**src/rtl/mem_stage.sv**
```systemverilog
// rtl/mem_stage.sv - MEM pipeline stage: waits for load data, extracts/extends it, drops stale responses
module mem_stage #(
  parameter int ES2MS_LEN = 160
) (
  input  logic                 clk,
  input  logic                 resetn,
  input  logic                 es2ms_valid,
  output logic                 ms_allowin,
  input  logic [ES2MS_LEN-1:0] es2ms_bus,
  input  logic [38:0]          es_rf_zip,
  input  logic [4:0]           es_mem_zip,
  input  logic                 es_has_ex,
  input  logic                 data_sram_data_ok,
  input  logic [31:0]          data_sram_rdata,
  output logic                 ms2ws_valid,
  input  logic                 ws_allowin,
  output logic [ES2MS_LEN-1:0] ms2ws_bus,
  output logic [38:0]          ms_rf_zip,
  output logic [38:0]          ms_fwd_zip,
  output logic                 ms_ex,
  input  logic                 wb_ex,
  input  logic                 ertn_flush,
  input  logic                 wb_refetch_flush
);

  logic                 ms_valid_q, ms_valid_d;
  logic [ES2MS_LEN-1:0] bus_q, bus_d;
  logic [38:0]          rf_zip_q, rf_zip_d;
  logic [4:0]           mem_zip_q, mem_zip_d;
  logic                 has_ex_q, has_ex_d;
  logic                 buf_valid_q, buf_valid_d;
  logic [31:0]          buf_data_q, buf_data_d;
  logic [1:0]           discard_cnt_q, discard_cnt_d;

  logic        flush;
  logic        load_en;
  logic        need_data;
  logic        data_ok_acc;
  logic        ms_ready_go;
  logic        ms_leave;
  logic        ms_data_pending;
  logic        cnt_inc;
  logic        cnt_dec;

  logic        csr_re;
  logic        rf_we;
  logic [4:0]  rf_waddr;
  logic [31:0] alu_result;
  logic        is_load;
  logic [1:0]  ld_size;
  logic        ld_unsigned;
  logic        req_issued;

  logic [31:0] ld_raw;
  logic [1:0]  off;
  logic [7:0]  ld_byte;
  logic [15:0] ld_half;
  logic [31:0] ld_data;
  logic [31:0] final_wdata;

  assign {csr_re, rf_we, rf_waddr, alu_result}            = rf_zip_q;
  assign {is_load, ld_size, ld_unsigned, req_issued}       = mem_zip_q;

  assign flush           = wb_ex | ertn_flush | wb_refetch_flush;
  assign need_data       = ms_valid_q & req_issued & ~has_ex_q;
  // A response is only ours once every stale one has been swallowed.
  assign data_ok_acc     = data_sram_data_ok & (discard_cnt_q == 2'd0);
  assign ms_ready_go     = ~need_data | buf_valid_q | data_ok_acc;
  assign ms_allowin      = ~ms_valid_q | (ms_ready_go & ws_allowin);
  assign ms2ws_valid     = ms_valid_q & ms_ready_go & ~flush;
  assign ms_leave        = ms2ws_valid & ws_allowin;
  assign ms_data_pending = need_data & ~ms_ready_go;
  assign load_en         = es2ms_valid & ms_allowin;

  assign cnt_inc = flush & need_data & ~buf_valid_q & ~data_sram_data_ok;
  assign cnt_dec = data_sram_data_ok & (discard_cnt_q != 2'd0);

  always_comb begin
    ms_valid_d = ms_valid_q;
    if (flush) begin
      ms_valid_d = 1'b0;
    end else if (ms_allowin) begin
      ms_valid_d = es2ms_valid;
    end
  end

  always_comb begin
    bus_d     = bus_q;
    rf_zip_d  = rf_zip_q;
    mem_zip_d = mem_zip_q;
    has_ex_d  = has_ex_q;
    if (load_en) begin
      bus_d     = es2ms_bus;
      rf_zip_d  = es_rf_zip;
      mem_zip_d = es_mem_zip;
      has_ex_d  = es_has_ex;
    end
  end

  // Hold the response only when WB stalls; otherwise rdata flows straight through.
  always_comb begin
    buf_valid_d = buf_valid_q;
    buf_data_d  = buf_data_q;
    if (flush || ms_leave) begin
      buf_valid_d = 1'b0;
    end else if (data_ok_acc && need_data && !buf_valid_q && !ws_allowin) begin
      buf_valid_d = 1'b1;
      buf_data_d  = data_sram_rdata;
    end
  end

  always_comb begin
    discard_cnt_d = discard_cnt_q;
    case ({cnt_inc, cnt_dec})
      2'b10:   discard_cnt_d = (discard_cnt_q == 2'd3) ? 2'd3 : discard_cnt_q + 2'd1;
      2'b01:   discard_cnt_d = discard_cnt_q - 2'd1;
      default: discard_cnt_d = discard_cnt_q;
    endcase
  end

  always_ff @(posedge clk or negedge resetn) begin
    if (!resetn) begin
      ms_valid_q    <= 1'b0;
      bus_q         <= '0;
      rf_zip_q      <= '0;
      mem_zip_q     <= '0;
      has_ex_q      <= 1'b0;
      buf_valid_q   <= 1'b0;
      buf_data_q    <= '0;
      discard_cnt_q <= '0;
    end else begin
      ms_valid_q    <= ms_valid_d;
      bus_q         <= bus_d;
      rf_zip_q      <= rf_zip_d;
      mem_zip_q     <= mem_zip_d;
      has_ex_q      <= has_ex_d;
      buf_valid_q   <= buf_valid_d;
      buf_data_q    <= buf_data_d;
      discard_cnt_q <= discard_cnt_d;
    end
  end

  assign ld_raw = buf_valid_q ? buf_data_q : data_sram_rdata;
  assign off    = alu_result[1:0];

  always_comb begin
    ld_byte = ld_raw[7:0];
    case (off)
      2'd0: ld_byte = ld_raw[7:0];
      2'd1: ld_byte = ld_raw[15:8];
      2'd2: ld_byte = ld_raw[23:16];
      2'd3: ld_byte = ld_raw[31:24];
      default: ld_byte = ld_raw[7:0];
    endcase
    ld_half = off[1] ? ld_raw[31:16] : ld_raw[15:0];
    case (ld_size)
      2'b00:   ld_data = {{24{~ld_unsigned & ld_byte[7]}}, ld_byte};
      2'b01:   ld_data = {{16{~ld_unsigned & ld_half[15]}}, ld_half};
      default: ld_data = ld_raw;
    endcase
  end

  assign final_wdata = is_load ? ld_data : alu_result;

  assign ms2ws_bus  = bus_q;
  assign ms_rf_zip  = {csr_re, rf_we & ms_valid_q, rf_waddr, final_wdata};
  assign ms_fwd_zip = {ms_data_pending, rf_we & ms_valid_q, rf_waddr, final_wdata};
  assign ms_ex      = ms_valid_q & has_ex_q;

endmodule

```
**config.mk**
```make
export PLATFORM = sky130hd
export DESIGN_NAME = mem_stage
export DESIGN_NICKNAME = d
export VERILOG_FILES = /design/src/rtl/mem_stage.sv
export SDC_FILE = /design/constraint.sdc
export NUM_CORES = 1
export LEC_CHECK = 0
export ABC_AREA = 1
export BUFFER_PORTS_ARGS = -buffer_cell sky130_fd_sc_hd__buf_4
export CAP_MARGIN = 10
export CORE_AREA = 5 5 187 189
export CTS_CLUSTER_SIZE = 16
export DETAILED_ROUTE_END_ITERATION = 8
export DIE_AREA = 0 0 192 194
export PLACE_DENSITY = 0.57
export SYNTH_ARGS = -nofsm -noshare
export SYNTH_HDL_FRONTEND = slang
export SYNTH_SLANG_ARGS = --single-unit
```
**constraint.sdc**
```tcl
create_clock -name clk -period 2.5 [get_ports clk]
set_input_delay 0.125 -clock clk [delete_from_list [all_inputs] [get_ports clk]]
set_output_delay 0.125 -clock clk [all_outputs]
set_load 0.1 [all_outputs]
```
==> summary.md <==
| Metric | Value |
|---|---|
| Status | `finished clean` |
| TritonCTS clock tree | `built` |
| Post-route minimum period | `approximately 2.5 ns` |
| Core footprint | `0.0331 mm^2` |
| Final wirelength | `46100 um` |
| Relative slew slack | `0.448` |
| Grt ovf | `0` |
| Total GRT Usage | `0.235` |
| Clock sink total | `~240` |
| Most common cell after layout, fill and taps aside | `nand2_1` |
| F_max | `between 0.4 and 0.5 GHz` |
| Final Util | `0.594` |
| Die H | `194 um` |
| Worst Setup End Kind | `primary output` |
| Post-route ant nets | `0` |
| Largest net degree at the start of global routing | `76` |
| Worst EP required | `between 2 and 2.5 ns` |
| Width of the die | `192 um` |
| Die area | `0.0372 mm^2` |
| Commonest cells after routing, fill and taps aside | `541 x nand2_1, 466 x buf_4, 249 x dlygate4sd3_1, 239 x dfrtp_1, 236 x nand3_1` |
| Gpl congestion | `approximately 0.87` |
| Slew Viols, Final | `0` |
| Min-Delay Path Class | `input port to asynchronous set/reset pin` |
| Max cap viols | `0` |
| Cell row count | `67` |
| Leak pwr | `around 10 nW` |
| Endpoints failing hold | `0` |
| CP startpoint kind | `register` |
| DP HPWL | `between 30000 and 40000 um` |
| I/O pins | `486` |
| Clk_lat worst skew | `0.53 ns` |
| Tcrit/Tclk final | `0.995` |
| Vias in the first global route | `12700` |
| Routed len/inst | `around 18 um` |
| DR vias/cell | `~4.7` |
| DR iter-0 viols | `700` |
| Drt pass-1 iters | `5` |
| FF+latch count, synth | `about 240` |
| Clock root cell | `clkbuf_16` |
| RSZ-0062 raised after global routing | `true` |
| Layout cells sized above 1 | `0.317` |
| Worst-Margin Slew | `approximately 0.83 ns` |
| TritonCTS buffer count | `28` |
| Global-route wire length before repair | `around 70000 um` |
| Htree depth | `1` |
| PwrDens | `between 700 and 800 mW/mm^2` |
| PnR worst setup slack | `between 0.01 and 0.015 ns` |
| Yosys warnings | `0` |
| Sequential area share after synthesis | `0.530` |
| Cell area after synthesis | `0.0114 mm^2` |
| Clock Pin Slew Worst Setup and Hold Paths | `approximately 0.060 ns` |
| Post-synth cell types | `24` |
| Worst IR drop on VDD | `about 0.00055 V` |
| Layout fillers | `2900` |
| Total Nets Final | `roughly 2400` |
| Initial antenna violation count | `7` |
| Syn Area/Cell | `just under 8 um^2` |
| Critical path type | `register to primary output` |
| Syn Inst Count | `roughly 1400` |
| Worst clock skew | `between 0.01 and 0.015 ns` |
| # setup viols final | `0` |
| Dpl ws | `~0.15 ns` |
| DR vias | `around 12000` |
| Clk buf depth | `3` |
| Layout area overhead | `72.9%` |
| Largest fanout on the critical path | `8` |
| DRC viols | `0` |
| Worst EP arrival | `roughly 2.4 ns` |
| Starting Density | `0.344` |
| Post-Syn Nets | `~1700` |
| Total power | `between 15 and 20 mW` |
| IO buf count | `a little under 500` |
[path summary, 6_finish.rpt]
kind	startpoint	end	slack [ns]	cells after the start
max	buf_valid_q	ms_fwd_zip[15]	0.01	11
min	resetn	buf_data_q[6]	0.10	2
max reg2reg	discard_cnt_q[0]	ms2ws_bus[95]	0.15	11
min reg2reg	rf_zip_q[16]	rf_zip_q[16]	0.46	2
max in group asynchronous	resetn	mem_zip_q[3]	1.55	3
min in group clk	wb_refetch_flush	ms_valid_q	0.11	6
[area by class of cell]
class / count / area (um^2) / area share
repair buffers: 782 / 7160 / 0.364
flip-flops and latches: 241 / 6030 / 0.307
multi-input cells: 980 / 4520 / 0.230
clock buffers: 39 / 853 / 0.0434
well taps: 448 / 561 / 0.0285
inverters: 77 / 343 / 0.0174
clock inverters: 13 / 201 / 0.0102
diodes: 4 / 10.0 / 0.000509
[cell usage after synthesis, drive strengths merged]
library cell | instances | area, um^2
a21oi | 35 | 175
o211ai | 1 | 7.51
clkbuf | 35 | 133
or2 | 17 | 106
buf | 107 | 738
nand2 | 562 | 2120
a31oi | 1 | 6.26
mux2i | 1 | 10.0
nand3 | 240 | 1200
ha | 2 | 25.0
dfrtp | 241 | 6030
nor3 | 1 | 10.0
inv | 77 | 289
nand4 | 1 | 6.26
nor2 | 52 | 195
o21ai | 67 | 335
[per-stage QoR]
stage	std cells	hold slack, ns	setup TNS (ns)	area [um^2]
floorplan	1440	-0.171	-2.43	11600
global placement	2262	0.0765	0	15300
detailed placement	2262	0.0700	0	15300
CTS	2563	0.0749	-0.144	18900
global route	2584	0.126	-1.41	19700
finish	2584	0.101	0	19700
[kinds of logic (layout without fill, tap and decap cells)]
| kind of cell | after synthesis | in the layout | synth area share |
|---|---|---|---|
| adder cells (fa/ha/maj) | 2 | 2 | 0.00220 |
| flip-flops | 241 | 241 | 0.530 |
| multiplexers | 1 | 1 | 0.000879 |
| AND/OR/NAND/NOR | 873 | 873 | 0.319 |
| other | 0 | 4 | 0 |
| buffers and inverters | 219 | 911 | 0.102 |
| AO/OA/AOI/OAI | 104 | 104 | 0.0460 |
[sequential cells by signal, summed over array words and instances, names as in the netlist]
name and count:
buf_data_q 32, buf_valid_q 1, discard_cnt_q 2, has_ex_q 1, mem_zip_q 5, ms2ws_bus 160
ms_valid_q 1, rf_zip_q 39
[critical path: stages, from the launching register on]
cell and delay (ns):
dfrtp_2 0.44, inv_4 0.10, nand2_1 0.07, nand2_2 0.08, nand2_1 0.06, nand2_1 0.06
inv_1 0.05, nand2_2 0.10, nand3_4 0.13, clkbuf_16 0.20, a21oi_2 0.20, buf_4 0.33
[routing by layer]
| layer | vias up | share of wire | track usage |
|---|---|---|---|
| met4 | 6 | 0.030 | 0.0689 |
| met3 | 86 | 0.072 | 0.0495 |
| li1 | 5844 | - | - |
| met1 | 5812 | 0.38 | 0.286 |
| met2 | 457 | 0.51 | 0.417 |
| met5 | - | 0.00074 | 0 |
[power by group]
| group | switching, mW | internal (mW) | leakage, nW |
|---|---|---|---|
| clock | 1.68 | 2.89 | 0.514 |
| sequential | 0.220 | 4.25 | 2.99 |
| combinational | 4.72 | 1.77 | 6.74 |
[timing repair]
item	in CTS	in global routing
hold buffers	249	0
pin swaps	0	8
endpoints found under the setup margin	62	88
resized for setup	24	163
setup buffers	0	13
gates cloned	0	4
endpoints found under the hold margin	450	0
(Power assumes the default switching activity.)
